### src/rtl/rgf_pwm_pkg.sv
// rtl/rgf_pwm_pkg.sv - address map, bit positions, default widths and register typedefs for rgf_pwm_nch
package rgf_pwm_pkg;

  localparam logic [7:0] ADDR_PWM_CFG = 8'h00;
  localparam logic [7:0] ADDR_CTRL    = 8'h04;
  localparam logic [7:0] ADDR_STATUS  = 8'h08;
  localparam logic [7:0] ADDR_CH_BASE = 8'h10;

  localparam int CTRL_COMMIT_BIT   = 0;
  localparam int CTRL_AUTO_BIT     = 1;
  localparam int CTRL_LOCK_BIT     = 2;
  localparam int STAT_PENDING_BIT  = 0;
  localparam int STAT_WR_ERR_BIT   = 1;
  localparam int STAT_CNT_LSB      = 8;

  localparam int DEF_FREQ_W   = 13;
  localparam int DEF_MAG_W    = 2;
  localparam int DEF_PHASE_W  = 9;
  localparam int DEF_FREQ_RST = 10;

  typedef struct packed {
    logic [15:0] sweep_time;
    logic [15:0] time_slots;
  } pwm_cfg_t;

  typedef struct packed {
    logic [DEF_PHASE_W-1:0] init_phase;
    logic [DEF_MAG_W-1:0]   magnitude;
    logic [DEF_FREQ_W-1:0]  freq;
  } ch_lut_t;

  typedef struct packed {
    logic [28:0] rsvd;
    logic        lock;
    logic        auto_commit;
    logic        commit;
  } ctrl_t;

  typedef struct packed {
    logic [15:0] rsvd_hi;
    logic [7:0]  commit_cnt;
    logic [5:0]  rsvd_lo;
    logic        wr_err;
    logic        pending;
  } status_t;

endpackage

### src/rtl/rgf_pwm_nch_if.sv
// rtl/rgf_pwm_nch_if.sv - register bus between address decoder and rgf_pwm_nch
interface rgf_pwm_nch_if #(
  parameter int ADDR_WIDTH = 6,
  parameter int DATA_WIDTH = 32
);
  logic [ADDR_WIDTH-1:0] addr;
  logic                  wr_en;
  logic                  rd_en;
  logic                  addr_decoder_leg;
  logic [DATA_WIDTH-1:0] wdata;
  logic [DATA_WIDTH-1:0] rdata;

  modport master (output addr, wr_en, rd_en, addr_decoder_leg, wdata, input rdata);
  modport slave  (input addr, wr_en, rd_en, addr_decoder_leg, wdata, output rdata);
endinterface

### src/rtl/rgf_pwm_ch_reg.sv
// rtl/rgf_pwm_ch_reg.sv - one channel's shadow/active LUT register pair
module rgf_pwm_ch_reg
  import rgf_pwm_pkg::*;
#(
  parameter int FREQ_W   = DEF_FREQ_W,
  parameter int MAG_W    = DEF_MAG_W,
  parameter int PHASE_W  = DEF_PHASE_W,
  parameter int FREQ_RST = DEF_FREQ_RST
) (
  input  logic                             clk,
  input  logic                             rst_n,
  input  logic                             we_i,
  input  logic                             commit_i,
  input  logic [FREQ_W+MAG_W+PHASE_W-1:0]  wdata_i,
  output logic [FREQ_W+MAG_W+PHASE_W-1:0]  shadow_o,
  output logic [FREQ_W-1:0]                act_freq_o,
  output logic [MAG_W-1:0]                 act_mag_o,
  output logic [PHASE_W-1:0]               act_phase_o
);
  localparam int LUT_W = FREQ_W + MAG_W + PHASE_W;
  localparam logic [LUT_W-1:0] RST_VAL = LUT_W'(FREQ_W'(FREQ_RST));

  logic [LUT_W-1:0] shadow_q, shadow_d;
  logic [LUT_W-1:0] active_q, active_d;

  // Shadow takes bus writes; active snapshots the pre-edge shadow on commit.
  always_comb begin
    shadow_d = shadow_q;
    active_d = active_q;
    if (we_i)     shadow_d = wdata_i;
    if (commit_i) active_d = shadow_q;
  end

  // Register pair with synchronous reset to the default LUT entry.
  always_ff @(posedge clk) begin
    if (!rst_n) begin
      shadow_q <= RST_VAL;
      active_q <= RST_VAL;
    end else begin
      shadow_q <= shadow_d;
      active_q <= active_d;
    end
  end

  assign shadow_o    = shadow_q;
  assign act_freq_o  = active_q[FREQ_W-1:0];
  assign act_mag_o   = active_q[FREQ_W +: MAG_W];
  assign act_phase_o = active_q[FREQ_W+MAG_W +: PHASE_W];

endmodule

### src/rtl/rgf_pwm_nch.sv
// rtl/rgf_pwm_nch.sv - double-buffered N-channel PWM register file; RGF_PWM_NCH_COMMIT_CNT_EN adds the commit counter
module rgf_pwm_nch
  import rgf_pwm_pkg::*;
#(
  parameter int NUM_CH     = 3,
  parameter int ADDR_WIDTH = 6,
  parameter int DATA_WIDTH = 32,
  parameter int FREQ_W     = DEF_FREQ_W,
  parameter int MAG_W      = DEF_MAG_W,
  parameter int PHASE_W    = DEF_PHASE_W,
  parameter int FREQ_RST   = DEF_FREQ_RST
) (
  input  logic                      clk,
  input  logic                      rst_n,
  rgf_pwm_nch_if.slave              bus,
  input  logic                      sweep_tick,
  output logic [15:0]               hw_pwm_time_slots,
  output logic [15:0]               hw_pwm_sweep_time,
  output logic [NUM_CH*FREQ_W-1:0]  hw_output_freq,
  output logic [NUM_CH*MAG_W-1:0]   hw_magnitude,
  output logic [NUM_CH*PHASE_W-1:0] hw_init_phase,
  output logic                      hw_cfg_update
);
  localparam int LUT_W = FREQ_W + MAG_W + PHASE_W;
  localparam int IW    = ADDR_WIDTH - 2;

  logic          wr_acc, rd_acc, aligned;
  logic          hit_cfg, hit_ctrl, hit_stat, hit_ch, hit_any;
  logic          shadow_ok, err_set, manual, commit;
  logic [IW-1:0] ch_idx;
  logic [7:0]    cnt_rd;
  logic [DATA_WIDTH-1:0] rdata_c;
  logic [LUT_W-1:0]      ch_shadow [NUM_CH];

  pwm_cfg_t cfg_sh_q, cfg_sh_d, cfg_act_q, cfg_act_d;
  logic     auto_q, auto_d, lock_q, lock_d, pending_q, pending_d;
  logic     wr_err_q, wr_err_d, upd_q;

  assign wr_acc   = bus.wr_en & bus.addr_decoder_leg;
  assign rd_acc   = bus.rd_en & bus.addr_decoder_leg;
  assign aligned  = (bus.addr[1:0] == 2'b00);
  assign hit_cfg  = (bus.addr == ADDR_WIDTH'(ADDR_PWM_CFG));
  assign hit_ctrl = (bus.addr == ADDR_WIDTH'(ADDR_CTRL));
  assign hit_stat = (bus.addr == ADDR_WIDTH'(ADDR_STATUS));
  // Index is only meaningful once addr >= channel base, so no wrap concerns.
  assign ch_idx   = bus.addr[ADDR_WIDTH-1:2] - IW'(ADDR_CH_BASE >> 2);
  assign hit_ch   = aligned && (bus.addr >= ADDR_WIDTH'(ADDR_CH_BASE)) && (ch_idx < IW'(NUM_CH));
  assign hit_any  = hit_cfg | hit_ctrl | hit_stat | hit_ch;

  assign shadow_ok = wr_acc & (hit_cfg | hit_ch) & ~lock_q;
  assign err_set   = wr_acc & (~hit_any | ((hit_cfg | hit_ch) & lock_q));
  assign manual    = wr_acc & hit_ctrl & bus.wdata[CTRL_COMMIT_BIT];
  // An accepted shadow write defers auto commit so a half-updated set never goes live.
  assign commit    = manual | (auto_q & pending_q & sweep_tick & ~shadow_ok);

  // Next state of CTRL/STATUS bits and the PWM_CFG shadow/active pair.
  always_comb begin
    auto_d    = auto_q;
    lock_d    = lock_q;
    pending_d = pending_q;
    wr_err_d  = wr_err_q;
    cfg_sh_d  = cfg_sh_q;
    cfg_act_d = cfg_act_q;
    if (wr_acc & hit_ctrl) begin
      auto_d = bus.wdata[CTRL_AUTO_BIT];
      lock_d = lock_q | bus.wdata[CTRL_LOCK_BIT];
    end
    if (wr_acc & hit_stat & bus.wdata[STAT_WR_ERR_BIT]) wr_err_d = 1'b0;
    if (err_set) wr_err_d = 1'b1;
    if (shadow_ok & hit_cfg) cfg_sh_d = pwm_cfg_t'(bus.wdata[31:0]);
    if (shadow_ok) pending_d = 1'b1;
    if (commit) begin
      pending_d = 1'b0;
      cfg_act_d = cfg_sh_q;
    end
  end

  // Control/status state registers; hw_cfg_update follows a commit edge by one cycle.
  always_ff @(posedge clk) begin
    if (!rst_n) begin
      auto_q    <= 1'b0;
      lock_q    <= 1'b0;
      pending_q <= 1'b0;
      wr_err_q  <= 1'b0;
      cfg_sh_q  <= '0;
      cfg_act_q <= '0;
      upd_q     <= 1'b0;
    end else begin
      auto_q    <= auto_d;
      lock_q    <= lock_d;
      pending_q <= pending_d;
      wr_err_q  <= wr_err_d;
      cfg_sh_q  <= cfg_sh_d;
      cfg_act_q <= cfg_act_d;
      upd_q     <= commit;
    end
  end

`ifdef RGF_PWM_NCH_COMMIT_CNT_EN
  logic [7:0] cnt_q, cnt_d;
  assign cnt_d = commit ? cnt_q + 8'd1 : cnt_q;
  // Free-wrapping commit counter.
  always_ff @(posedge clk) begin
    if (!rst_n) cnt_q <= 8'd0;
    else        cnt_q <= cnt_d;
  end
  assign cnt_rd = cnt_q;
`else
  assign cnt_rd = 8'd0;
`endif

  for (genvar c = 0; c < NUM_CH; c++) begin : g_ch
    rgf_pwm_ch_reg #(
      .FREQ_W   (FREQ_W),
      .MAG_W    (MAG_W),
      .PHASE_W  (PHASE_W),
      .FREQ_RST (FREQ_RST)
    ) u_ch (
      .clk         (clk),
      .rst_n       (rst_n),
      .we_i        (shadow_ok & hit_ch & (ch_idx == IW'(c))),
      .commit_i    (commit),
      .wdata_i     (bus.wdata[LUT_W-1:0]),
      .shadow_o    (ch_shadow[c]),
      .act_freq_o  (hw_output_freq[c*FREQ_W +: FREQ_W]),
      .act_mag_o   (hw_magnitude[c*MAG_W +: MAG_W]),
      .act_phase_o (hw_init_phase[c*PHASE_W +: PHASE_W])
    );
  end

  // Combinational read mux; shadow values are what software sees.
  always_comb begin
    rdata_c = '0;
    if (rd_acc) begin
      if (hit_cfg) rdata_c = DATA_WIDTH'(cfg_sh_q);
      if (hit_ctrl) begin
        rdata_c[CTRL_AUTO_BIT] = auto_q;
        rdata_c[CTRL_LOCK_BIT] = lock_q;
      end
      if (hit_stat) begin
        rdata_c[STAT_PENDING_BIT]    = pending_q;
        rdata_c[STAT_WR_ERR_BIT]     = wr_err_q;
        rdata_c[STAT_CNT_LSB +: 8]   = cnt_rd;
      end
      for (int c = 0; c < NUM_CH; c++) begin
        if (hit_ch && (ch_idx == IW'(c))) rdata_c = DATA_WIDTH'(ch_shadow[c]);
      end
    end
  end

  assign bus.rdata         = rdata_c;
  assign hw_pwm_time_slots = cfg_act_q.time_slots;
  assign hw_pwm_sweep_time = cfg_act_q.sweep_time;
  assign hw_cfg_update     = upd_q;

endmodule

### src/flat_wrapper.sv
// flat-port wrapper written by rule: the top's interface ports become plain ports
module rgf_pwm_nch_flat import rgf_pwm_pkg::*;
#(
  parameter int NUM_CH     = 3,
  parameter int ADDR_WIDTH = 6,
  parameter int DATA_WIDTH = 32,
  parameter int FREQ_W     = DEF_FREQ_W,
  parameter int MAG_W      = DEF_MAG_W,
  parameter int PHASE_W    = DEF_PHASE_W,
  parameter int FREQ_RST   = DEF_FREQ_RST
)
  (clk, rst_n, sweep_tick, hw_pwm_time_slots, hw_pwm_sweep_time, hw_output_freq, hw_magnitude, hw_init_phase, hw_cfg_update, bus_addr, bus_wr_en, bus_rd_en, bus_addr_decoder_leg, bus_wdata, bus_rdata);
  rgf_pwm_nch_if #(.ADDR_WIDTH(ADDR_WIDTH), .DATA_WIDTH(DATA_WIDTH)) bus_i ();
  input  logic clk;
  input  logic rst_n;
  input  logic sweep_tick;
  output logic [15:0] hw_pwm_time_slots;
  output logic [15:0] hw_pwm_sweep_time;
  output logic [NUM_CH*FREQ_W-1:0] hw_output_freq;
  output logic [NUM_CH*MAG_W-1:0] hw_magnitude;
  output logic [NUM_CH*PHASE_W-1:0] hw_init_phase;
  output logic hw_cfg_update;
  input wire logic [$bits(bus_i.addr)-1:0] bus_addr;
  input wire logic [$bits(bus_i.wr_en)-1:0] bus_wr_en;
  input wire logic [$bits(bus_i.rd_en)-1:0] bus_rd_en;
  input wire logic [$bits(bus_i.addr_decoder_leg)-1:0] bus_addr_decoder_leg;
  input wire logic [$bits(bus_i.wdata)-1:0] bus_wdata;
  output wire logic [$bits(bus_i.rdata)-1:0] bus_rdata;
  assign bus_i.addr = bus_addr;
  assign bus_i.wr_en = bus_wr_en;
  assign bus_i.rd_en = bus_rd_en;
  assign bus_i.addr_decoder_leg = bus_addr_decoder_leg;
  assign bus_i.wdata = bus_wdata;
  assign bus_rdata = bus_i.rdata;
  rgf_pwm_nch #(.NUM_CH(NUM_CH), .ADDR_WIDTH(ADDR_WIDTH), .DATA_WIDTH(DATA_WIDTH), .FREQ_W(FREQ_W), .MAG_W(MAG_W), .PHASE_W(PHASE_W), .FREQ_RST(FREQ_RST)) u_core (.clk(clk), .rst_n(rst_n), .bus(bus_i), .sweep_tick(sweep_tick), .hw_pwm_time_slots(hw_pwm_time_slots), .hw_pwm_sweep_time(hw_pwm_sweep_time), .hw_output_freq(hw_output_freq), .hw_magnitude(hw_magnitude), .hw_init_phase(hw_init_phase), .hw_cfg_update(hw_cfg_update));
endmodule
### config.mk
export PLATFORM = sky130hd
export DESIGN_NAME = rgf_pwm_nch_flat
export DESIGN_NICKNAME = d
export VERILOG_FILES = /design/src/rtl/rgf_pwm_pkg.sv /design/src/rtl/rgf_pwm_nch_if.sv /design/src/rtl/rgf_pwm_ch_reg.sv /design/src/rtl/rgf_pwm_nch.sv /design/src/flat_wrapper.sv
export SDC_FILE = /design/constraint.sdc
export NUM_CORES = 1
export LEC_CHECK = 0
export ABC_AREA = 1
export BUFFER_PORTS_ARGS = -buffer_cell sky130_fd_sc_hd__buf_4
export CORE_AREA = 4 4 177 110
export DETAILED_ROUTE_END_ITERATION = 12
export DIE_AREA = 0 0 181 114
export GPL_TIMING_DRIVEN = 0
export PLACE_DENSITY = 0.78
export SYNTH_ARGS = -nofsm -noshare
export SYNTH_HDL_FRONTEND = slang
export SYNTH_HIERARCHICAL = 1
export SYNTH_SLANG_ARGS = --single-unit
### constraint.sdc
create_clock -name clk -period 2.5 [get_ports clk]
set_input_delay 0.125 -clock clk [delete_from_list [all_inputs] [get_ports clk]]
set_output_delay 0.125 -clock clk [all_outputs]
set_load 0.02 [all_outputs]
Word level (Yosys, flattened, before mapping)

Cells that the tools add are included.
W data, S select, Z words.

Output and inout port bits: 137
Input bits: 44
Register bits after elaboration: 213

Bitwise gates (word level): 29
Reductions and logical operators: 10
$add $sub $neg: 1
Equality and inequality tests: 4
Mux-type cells: 10
Magnitude comparators: 2

Operators by type and width:

| operator              | number |
|---|---|
| $mux W32              | 5 |
| $and A1 B1 Y1         | 18 |
| $mux W8               | 1 |
| $or A1 B1 Y1          | 7 |
| $eq A6 B3 Y1 const B  | 1 |
| $eq A6 B4 Y1 const B  | 1 |
| $ge A6 B5 Y1 const B  | 1 |
| $logic_not A6 Y1      | 1 |
| $logic_and A1 B1 Y1   | 5 |
| $eq A4 B1 Y1 const B  | 1 |
| $eq A4 B2 Y1 const B  | 1 |
| $logic_not A4 Y1      | 1 |
| $lt A4 B2 Y1 const B  | 1 |
| $mux W2               | 2 |
| $not A1 Y1            | 4 |
| $sub A4 B3 Y4 const B | 1 |
| $logic_not A2 Y1      | 1 |
| $mux W1               | 2 |
| $reduce_bool A2 Y1    | 1 |
| $reduce_or A2 Y1      | 1 |

Logic depth before layout (Yosys ltp)

Gate-level depths: netlist (run 1).

Depth in word-level cells: 10
Mapped depth: 13
Depth with buffers taken out: 10

By module

The synthesis (run 1) kept the hierarchy.

Modules (own cells, without submodules):

| module         | seq. area each (um^2) | area each (um^2) | cells an instance | times used |
|---|---|---|---|---|
| rgf_pwm_ch_reg | 960.9                 | 1958.1           | 297               | 3 |
| rgf_pwm_nch    | 1381.3                | 3834.9           | 546               | 1 |

Worst setup path before layout (run 1)

No wires, ideal clock.

Path type: input-to-reg
Start: input port bus_addr[3]
End: register u_core.g_ch[0].u_ch.active_q[10]
Data required time: 2.387 ns
Library setup time: 0.113 ns
Stages: 11
Slack: 1.018 ns
Path buffers: 3
Arrival time: 1.369 ns
Cell sequence: nor2_2 -> nand3_2 -> nand2_2 -> nand2_2 -> nand2_4 -> nand2_4 -> buf_6 -> buf_4 -> buf_4 -> nor2_1 -> nor2_1

Cells in the longest elaborated chain, start to end: 9
Elaborated cells between the ends (all ways): 15
Those cells by class: 1 x add/sub; 2 x order compare; 1 x eq/ne; 8 x bitwise; 3 x reduce/logical

RTL lines:

| item                                                | RTL line                             | text |
|---|---|---|
| start: declaration                                  | flat_wrapper.sv:23                   | `input wire logic [$bits(bus_i.addr)-1:0] bus_addr;` |
| $sub A4 B3 Y4 or $ge A6 B5 Y1 (tied branches)       | rgf_pwm_nch.sv:46, rgf_pwm_nch.sv:47 |  |
| $lt A4 B2 Y1 or $logic_and A1 B1 Y1 (tied branches) | rgf_pwm_nch.sv:47                    | `assign hit_ch = aligned && (bus.addr >= ADDR_WIDTH'(ADDR_CH_BASE)) && (ch_idx < IW'(NUM_CH));` |
| $logic_and A1 B1 Y1                                 | rgf_pwm_nch.sv:47                    |  |
| $or A1 B1 Y1                                        | rgf_pwm_nch.sv:50                    | `assign shadow_ok = wr_acc & (hit_cfg \| hit_ch) & ~lock_q;` |
| $and A1 B1 Y1 (2 in series)                         | rgf_pwm_nch.sv:50                    |  |
| $not A1 Y1                                          | rgf_pwm_nch.sv:54                    | `assign commit = manual \| (auto_q & pending_q & sweep_tick & ~shadow_ok);` |
| $and A1 B1 Y1                                       | rgf_pwm_nch.sv:54                    |  |
| $or A1 B1 Y1 *                                      | rgf_pwm_nch.sv:54                    |  |
| via u_core.commit                                   | rgf_pwm_nch.sv:29                    | `logic shadow_ok, err_set, manual, commit;` |
| end signal: assignment                              | rgf_pwm_ch_reg.sv:41                 | `active_q <= active_d;` |
| end: declaration                                    | rgf_pwm_ch_reg.sv:24                 | `logic [LUT_W-1:0] active_q, active_d;` |

The timed path passes the listed nets; every way through them passes the cells marked *.
A chain may end at the register's enable or synchronous reset.

Worst setup path in the final report (run 1)

Start: register u_core.lock_q
End: register u_core.g_ch[1].u_ch.active_q[18]

Cells in the longest elaborated chain, start to end: 5

RTL lines:

| item                     | RTL line             | text |
|---|---|---|
| start: declaration       | rgf_pwm_nch.sv:36    | `logic auto_q, auto_d, lock_q, lock_d, pending_q, pending_d;` |
| start signal: assignment | rgf_pwm_nch.sv:90    | `lock_q <= lock_d;` |
| $not A1 Y1               | rgf_pwm_nch.sv:50    |  |
| $and A1 B1 Y1            | rgf_pwm_nch.sv:50    |  |
| $not A1 Y1               | rgf_pwm_nch.sv:54    |  |
| $and A1 B1 Y1            | rgf_pwm_nch.sv:54    |  |
| $or A1 B1 Y1             | rgf_pwm_nch.sv:54    |  |
| via u_core.commit        | rgf_pwm_nch.sv:29    |  |
| end signal: assignment   | rgf_pwm_ch_reg.sv:41 |  |
| end: declaration         | rgf_pwm_ch_reg.sv:24 |  |

The timed path passes the listed nets, and every way through them passes these cells.

==> insert_results.sql, run 1 <==
INSERT INTO impl_metrics (metric_group, metric, value, unit) VALUES
('clocking', 'cts_num_sinks', '213', ''),
('finish', 'flow.area_growth_from_synthesis', '26.9', '%'),
('power_and_ir_drop', 'power_leakage', '5.60', 'nW'),
('logic_synthesis', 'synth_seq_area_share', '43.9', '%'),
('finish', 'finish.cell_count_without_fillers', '1923', ''),
('critical_path', 'cp-start-kind', 'flip-flop', ''),
('global_route', 'maximum_number_of_pins_on_one_net_before_global_route_repair', '16', ''),
('power_and_ir_drop', 'vdd.ir_drop.worst', '0.000460', 'V'),
('logic_synthesis', 'number_of_distinct_library_cell_variants_in_the_gate_level_netlist_after_synthesis', '31', ''),
('clocking', 'tritoncts', 'done', ''),
('placed_design', 'dpl.hpwl', '23.4', 'mm'),
('clocking', 'clockRootBuffer', 'sky130_fd_sc_hd__clkbuf_16', ''),
('detailed_routing', 'vias_per_cell', '5.13', ''),
('critical_path', 'crit_path_end_kind', 'flip-flop', ''),
('clocking', 'path_clk_slew', '0.07', 'ns'),
('global_route', 'grt.overflow.total', '0', ''),
('placed_design', 'finalWeightedCongestion', '1.07', ''),
('timing', 'tns', '0', 'ns'),
('timing', 'timing_max_transition_violations_final', '0', ''),
('clocking', 'cts_max_level', '1', ''),
('logic_synthesis', 'postSynthRegisterBits', '213', ''),
('timing', 'worst_slew_pin_slew', '0.594', 'ns'),
('logic_synthesis', 'mappedNetlistArea', '0.00971', 'mm^2'),
('global_route', 'first_global_vias', '9011', ''),
('die', 'std_cell_rows', '38', ''),
('detailed_routing', 'wl', '31.7', 'mm'),
('clocking', 'cts.repair_timing.setup_buffer_count', '0', ''),
('timing', 'maxClockFrequency', '0.533', 'GHz'),
('die', 'design.die.area', '0.0206', 'mm^2'),
('critical_path', 'worst_setup_path_category', 'flip-flop to flip-flop', ''),
('die', 'floorplan.initialDensity', '54.5', '%'),
('timing', 'hold_viol', '0', ''),
('timing', 'share_of_the_clock_period_used_by_the_worst_path_after_layout', '75.1', '%'),
('global_route', 'global_route.usage.met3', '6.72', '%'),
('global_route', 'met2_usage', '43.2', '%'),
('clocking', 'ctsLongestPathBuffers', '3', ''),
('global_route', 'grt_antenna_before_repair', '0', ''),
('global_route', 'grt.total_usage', '29.6', '%'),
('die', 'floorplan.die.height', '114', 'um'),
('timing', 'setup_viol', '0', ''),
('timing', 'clock-skew-final', '0.00685', 'ns'),
('clocking', 'cts_made_buffers', '21', ''),
('die', 'count_of_boundary_i_o_pins', '181', ''),
('critical_path', 'critPathMaxFanout', '15', ''),
('die', 'core_area', '0.0178', 'mm^2'),
('worst_hold_path', 'min-delay-path-class', 'input pin to flip-flop', ''),
('clocking', 'insertion_delay', '0.49', 'ns'),
('critical_path', 'timing.critical_path.arrival', '2.30', 'ns'),
('outcome', 'outcome', 'completed', ''),
('die', 'floorplan.die.width', '181', 'um'),
('logic_synthesis', 'synth_cells', '1437', ''),
('detailed_routing', 'drcViolationCount', '0', ''),
('placed_design', 'port_buffers', '179', ''),
('finish', 'antenna_cells', '0', ''),
('placed_design', 'post-place-cells', '1856', ''),
('logic_synthesis', 'synth_area_per_cell', '6.76', 'um^2'),
('timing', 'rsz0062_at_grt', 'false', ''),
('finish', 'layout.nets', '1713', ''),
('global_route', 'global_route_wire_length_before_repair', '48.7', 'mm'),
('detailed_routing', 'detail-route-antenna-nets', '0', ''),
('global_route', 'grt_most_used_layer', 'met1', ''),
('detailed_routing', 'routed-via-count', '9863', ''),
('finish', 'drive_gt1_share', '19.0', '%'),
('power_and_ir_drop', 'power-per-cell-area', '564', 'mW/mm^2'),
('run', 'max_cap_violations', '0', ''),
('timing', 'max_slew_margin', '60.4', '%'),
('detailed_routing', 'wire_per_inst', '16.5', 'um'),
('logic_synthesis', 'yosys_warning_count', '6', ''),
('timing', 'layout_min_cycle_time', '1.88', 'ns'),
('global_route', 'grtUsageMet1', '44.1', '%'),
('critical_path', 'worstPathRequired', '2.92', 'ns'),
('detailed_routing', 'number_of_drc_markers_after_the_initial_detailed_route_iteration', '1300', ''),
('logic_synthesis', 'synth_nets', '1481', ''),
('detailed_routing', 'drt-pass1-iter-count', '6', '');
-- state kept, by name, summed over array words and instances (netlist names) --
register,cells
u_core/auto_q,1
u_core/cfg_sh_q,32
u_core/g_ch.u_ch/active_q,72
u_core/g_ch.u_ch/shadow_o,72
u_core/hw_cfg_update,1
u_core/hw_pwm_sweep_time,16
u_core/hw_pwm_time_slots,16
u_core/lock_q,1
u_core/pending_q,1
u_core/wr_err_q,1
-- Yosys cell counts, drive strengths merged --
library cell	instances	area [um^2]
nor2	284	1120
or2	20	125
nand2	407	1560
buf	70	536
a22oi	1	7.51
nand3	92	536
dfxtp	213	4260
clkbuf	16	61.3
and3	1	6.26
nor3	11	60.1
o211ai	2	15.0
a21oi	58	290
nand4	36	225
o21ai	40	200
inv	186	698
-- cell type report --
cell class                      count  area [um^2]
Fill cell                        1526         5510
Sequential cell                   213         4260
Multi-Input combinational cell    952         4150
Timing Repair Buffer              209         1640
Inverter                          186          698
Buffer                             86          597
Clock buffer                       26          584
Tap cell                          240          300
Clock inverter                     11         83.8
-- stage by stage --
step                      area [um^2]  hold WS, ns  total power, mW  util, %  worst slack [ns]
final                           12300       0.0102             6.95     69.1             0.622
after global routing            12300       0.0256             7.14     69.1             0.599
after CTS                       12300     0.000529             6.96     69.1             0.717
after detailed placement        11400        0.397             3.86     63.7             0.544
after global placement          11400        0.393             3.85     63.7             0.570
after floorplan                  9710        0.251             3.69        -              1.02
-- logic make-up (layout without fill, tap and decap cells) --
logic type | count (synthesis) | count (layout) | share of synthesized area, %
AO/OA/AOI/OAI | 101 | 101 | 5.28
AND/OR/NAND/NOR | 851 | 851 | 37.5
flip-flops | 213 | 213 | 43.9
buffers and inverters | 272 | 518 | 13.3
-- layer usage --
layer | share of wire (%) | vias up
li1 | - | 4845
met1 | 45 | 4432
met2 | 41 | 528
met3 | 12 | 58
met4 | 2.9 | 0
met5 | 0 | -
-- final timing paths --
check	from	to	slack (ns)	depth (start not counted)
max	u_core/lock_q	u_core/g_ch[1].u_ch/active_q[18]	0.62	9
min reg2reg	u_core/g_ch[0].u_ch/active_q[1]	u_core/g_ch[0].u_ch/active_q[1]	0.47	2
max reg2reg	u_core/lock_q	u_core/g_ch[1].u_ch/active_q[18]	0.62	9
min	bus_wdata[21]	u_core/cfg_sh_q[21]	0.01	3
-- placed cells by master, fill, tap and decap left out --
cell,Yosys,layout
sky130_fd_sc_hd__nand2_1,400,400
sky130_fd_sc_hd__nor2_1,276,276
sky130_fd_sc_hd__dfxtp_1,213,213
sky130_fd_sc_hd__buf_4,30,209
sky130_fd_sc_hd__inv_1,182,182
sky130_fd_sc_hd__nand3_1,80,80
sky130_fd_sc_hd__a21oi_1,58,58
sky130_fd_sc_hd__nand4_1,36,36
sky130_fd_sc_hd__o21ai_1,33,33
sky130_fd_sc_hd__dlygate4sd3_1,0,30
sky130_fd_sc_hd__clkbuf_16,0,21
sky130_fd_sc_hd__buf_2,20,20
sky130_fd_sc_hd__buf_6,18,18
sky130_fd_sc_hd__clkbuf_1,15,16
sky130_fd_sc_hd__or2_0,13,13
sky130_fd_sc_hd__nand3_2,10,10
sky130_fd_sc_hd__nor3_1,10,10
sky130_fd_sc_hd__clkinv_2,0,9
sky130_fd_sc_hd__o21ai_0,7,7
sky130_fd_sc_hd__nor2_4,5,5
sky130_fd_sc_hd__clkbuf_8,0,4
sky130_fd_sc_hd__inv_2,4,4
sky130_fd_sc_hd__nand2_2,4,4
sky130_fd_sc_hd__or2_1,4,4
sky130_fd_sc_hd__nand2_4,3,3
sky130_fd_sc_hd__or2_2,3,3
sky130_fd_sc_hd__nor2_2,2,2
sky130_fd_sc_hd__nand3_4,2,2
sky130_fd_sc_hd__o211ai_1,2,2
sky130_fd_sc_hd__buf_1,2,2
sky130_fd_sc_hd__inv_6,0,1
sky130_fd_sc_hd__bufinv_16,0,1
sky130_fd_sc_hd__nor2_8,1,1
sky130_fd_sc_hd__and3_1,1,1
sky130_fd_sc_hd__a22oi_1,1,1
sky130_fd_sc_hd__clkbuf_2,1,1
sky130_fd_sc_hd__nor3_2,1,1
-- power by group --
part	switching [mW]	internal (mW)
combinational	0.271	0.161
clock	1.35	1.77
sequential	0.00551	3.40
-- critical path, stage by stage (launching register included) --
cell                      delay (ns)
sky130_fd_sc_hd__dfxtp_1        0.42
sky130_fd_sc_hd__nor2_1         0.10
sky130_fd_sc_hd__nand2_2        0.19
sky130_fd_sc_hd__nand2_4        0.12
sky130_fd_sc_hd__nand2_4        0.12
sky130_fd_sc_hd__buf_6          0.25
sky130_fd_sc_hd__buf_4          0.22
sky130_fd_sc_hd__buf_4          0.19
sky130_fd_sc_hd__nor2_1         0.06
sky130_fd_sc_hd__nor2_1         0.13
-- what timing repair did --
action                     4_1_cts  5_1_grt
resized for setup                0        0
setup endpoints to repair        0        0
hold endpoints to repair       131        0
hold buffers                    30        0
Note: power is estimated with default switching activity, not from simulation.
==> inputs of run 2 (changes only) <==
- CORE_AREA: 4 4 177 110 -> 4 4 185 115
- DIE_AREA: 0 0 181 114 -> 0 0 189 119
- PLACE_DENSITY: 0.78 -> 0.75
- clock period: 2.5 -> 1.6 ns (I/O delays scaled with it)
==> insert_results.sql, run 2 (synthesized netlist as in run 1, its figures left out) <==
INSERT INTO impl_metrics (metric_group, metric, value, unit) VALUES
('global_route', 'global_route_wire_length_before_repair', '47.5', 'mm'),
('die', 'floorplan.die.width', '189', 'um'),
('finish', 'flow.area_growth_from_synthesis', '31.8', '%'),
('finish', 'layout_commonest_cell', 'sky130_fd_sc_hd__nand2_1', ''),
('global_route', 'grt.total_usage', '26.7', '%'),
('timing', 'timing_max_transition_violations_final', '0', ''),
('timing', 'worst_slew_pin_slew', '0.685', 'ns'),
('clocking', 'cts_made_buffers', '21', ''),
('finish', 'finish.cell_count_without_fillers', '1976', ''),
('die', 'std_cell_rows', '40', ''),
('finish', 'finish.instance_area', '0.0128', 'mm^2'),
('detailed_routing', 'number_of_drc_markers_after_the_initial_detailed_route_iteration', '1120', ''),
('die', 'core_area', '0.0197', 'mm^2'),
('timing', 'max_slew_margin', '54.4', '%'),
('outcome', 'failed_checks', 'negative setup slack', ''),
('clocking', 'ctsLongestPathBuffers', '3', ''),
('finish', 'final_core_util', '65.1', '%'),
('finish', 'register_area', '0.00432', 'mm^2'),
('critical_path', 'worst-r2r-cell-count', '10', ''),
('clocking', 'cts_max_level', '1', ''),
('global_route', 'maximum_number_of_pins_on_one_net_before_global_route_repair', '16', ''),
('timing', 'tns', '-0.0129', 'ns'),
('placed_design', 'placement.setup.worst_slack', '-0.301', 'ns'),
('timing', 'hold_viol', '0', ''),
('worst_hold_path', 'hold_depth', '7', ''),
('clocking', 'insertion_delay', '0.50', 'ns'),
('critical_path', 'critPathMaxFanout', '2', ''),
('power_and_ir_drop', 'total_power', '11.0', 'mW'),
('die', 'design.die.area', '0.0225', 'mm^2'),
('finish', 'multiInputGateArea', '0.00432', 'mm^2'),
('placed_design', 'port_buffers', '179', ''),
('timing', 'maxClockFrequency', '0.621', 'GHz'),
('detailed_routing', 'wire_per_inst', '16.2', 'um'),
('finish', 'drive_gt1_share', '24.0', '%'),
('placed_design', 'dpl.hpwl', '23.5', 'mm'),
('detailed_routing', 'wl', '32.0', 'mm'),
('timing', 'clock-skew-final', '0.0161', 'ns'),
('critical_path', 'worst_setup_path_category', 'flip-flop to primary output', ''),
('critical_path', 'crit_path_end_kind', 'primary output', ''),
('detailed_routing', 'vias_per_cell', '4.99', ''),
('power_and_ir_drop', 'vdd.ir_drop.worst', '0.000661', 'V'),
('timing', 'setup_viol', '2', ''),
('timing', 'hold-worst-slack', '0.0509', 'ns'),
('die', 'count_of_boundary_i_o_pins', '181', ''),
('detailed_routing', 'detail-route-antenna-nets', '0', ''),
('die', 'floorplan.die.height', '119', 'um'),
('global_route', 'first_global_vias', '8672', ''),
('critical_path', 'cp-start-kind', 'flip-flop', ''),
('power_and_ir_drop', 'power_leakage', '5.82', 'nW'),
('critical_path', 'worstPathRequired', '1.52', 'ns'),
('clocking', 'clockRootBuffer', 'sky130_fd_sc_hd__clkbuf_16', ''),
('global_route', 'grt_antenna_before_repair', '1', ''),
('timing', 'layout_min_cycle_time', '1.61', 'ns'),
('detailed_routing', 'routed-via-count', '9869', ''),
('worst_hold_path', 'min-delay-path-class', 'input pin to flip-flop', ''),
('die', 'floorplan.initialDensity', '49.4', '%'),
('global_route', 'grt.overflow.total', '0', ''),
('clocking', 'tritoncts', 'done', ''),
('detailed_routing', 'drcViolationCount', '0', ''),
('timing', 'share_of_the_clock_period_used_by_the_worst_path_after_layout', '101', '%'),
('power_and_ir_drop', 'power-per-cell-area', '862', 'mW/mm^2'),
('placed_design', 'finalWeightedCongestion', '0.943', ''),
('critical_path', 'timing.critical_path.arrival', '1.53', 'ns'),
('finish', 'layout.nets', '1733', ''),
('finish', 'mostFrequentLayoutCells', '400 x sky130_fd_sc_hd__nand2_1, 272 x sky130_fd_sc_hd__nor2_1, 223 x sky130_fd_sc_hd__buf_4, 179 x sky130_fd_sc_hd__inv_1, 177 x sky130_fd_sc_hd__dfxtp_1', ''),
('timing', 'final.setup.worst_slack', '-0.00960', 'ns'),
('outcome', 'outcome', 'finished, violations left', ''),
('run', 'max_cap_violations', '0', ''),
('placed_design', 'place_area', '0.0114', 'mm^2'),
('detailed_routing', 'drt-pass1-iter-count', '6', ''),
('clocking', 'cts_num_sinks', '213', ''),
('timing', 'rsz0062_at_grt', 'true', ''),
('placed_design', 'post-place-cells', '1889', ''),
('finish', 'n_fill_cell', '1782', ''),
('clocking', 'path_clk_slew', '0.06', 'ns');
[run 2: changes by cell type in the layout (fill, tap and decap cells not counted), sizes merged]
cell	delta
clkbuf	+2
buf	+19
clkinv	-6
bufinv	+1
dlygate4sd3	+3
diode	+1
[run 2: routing by layer]
layer  vias up  share of wire [%]  routed length [um]  GRT usage [%]
met5         -                  0                   0              0
met4         0                3.0                 969           7.32
met3        73                 12                3690           5.83
met2       510                 40               12700           38.0
met1      4396                 46               14700           40.6
li1       4890                  -                   -              -
[run 2: layout make-up]
type / count / share of cell area (%)
Clock buffer: 30 / 4.76
Antenna cell: 1 / 0.0195
Tap cell: 273 / 2.67
Multi-Input combinational cell: 952 / 33.7
Sequential cell: 213 / 33.7
Timing Repair Buffer: 230 / 14.2
Inverter: 186 / 5.45
Clock inverter: 6 / 0.655
Buffer: 85 / 4.76
[run 2: report_power, final]
| part | switching, mW | internal [mW] |
|---|---|---|
| clock | 2.06 | 2.97 |
| combinational | 0.430 | 0.262 |
| sequential | 0.00870 | 5.31 |
[run 2: path summary, 6_finish.rpt]
check                                                startpoint                                to  slack [ns]
worst max register to register                    u_core/lock_q  u_core/g_ch[2].u_ch/active_q[13]        0.05
worst min register to register  u_core/g_ch[0].u_ch/active_q[3]   u_core/g_ch[0].u_ch/active_q[3]        0.46
worst min-delay path                                bus_addr[0]                   u_core/wr_err_q        0.05
worst max-delay path                         u_core/cfg_sh_q[2]                      bus_rdata[2]       -0.01
[run 2: repair_timing]
item                                    4_1_cts  5_1_grt
buffers inserted                              5       13
hold buffers                                 33        0
hold endpoints to repair                    160        0
pin swaps                                    11       23
endpoints found under the setup margin       98      131
gates resized for setup                      32       60
[run 2: critical path: stages, from the launching register on]
cell,delay (ns)
sky130_fd_sc_hd__dfxtp_2,0.34
sky130_fd_sc_hd__inv_2,0.05
sky130_fd_sc_hd__o211ai_1,0.25
sky130_fd_sc_hd__nor2_1,0.07
sky130_fd_sc_hd__nor2_1,0.16
sky130_fd_sc_hd__buf_4,0.17
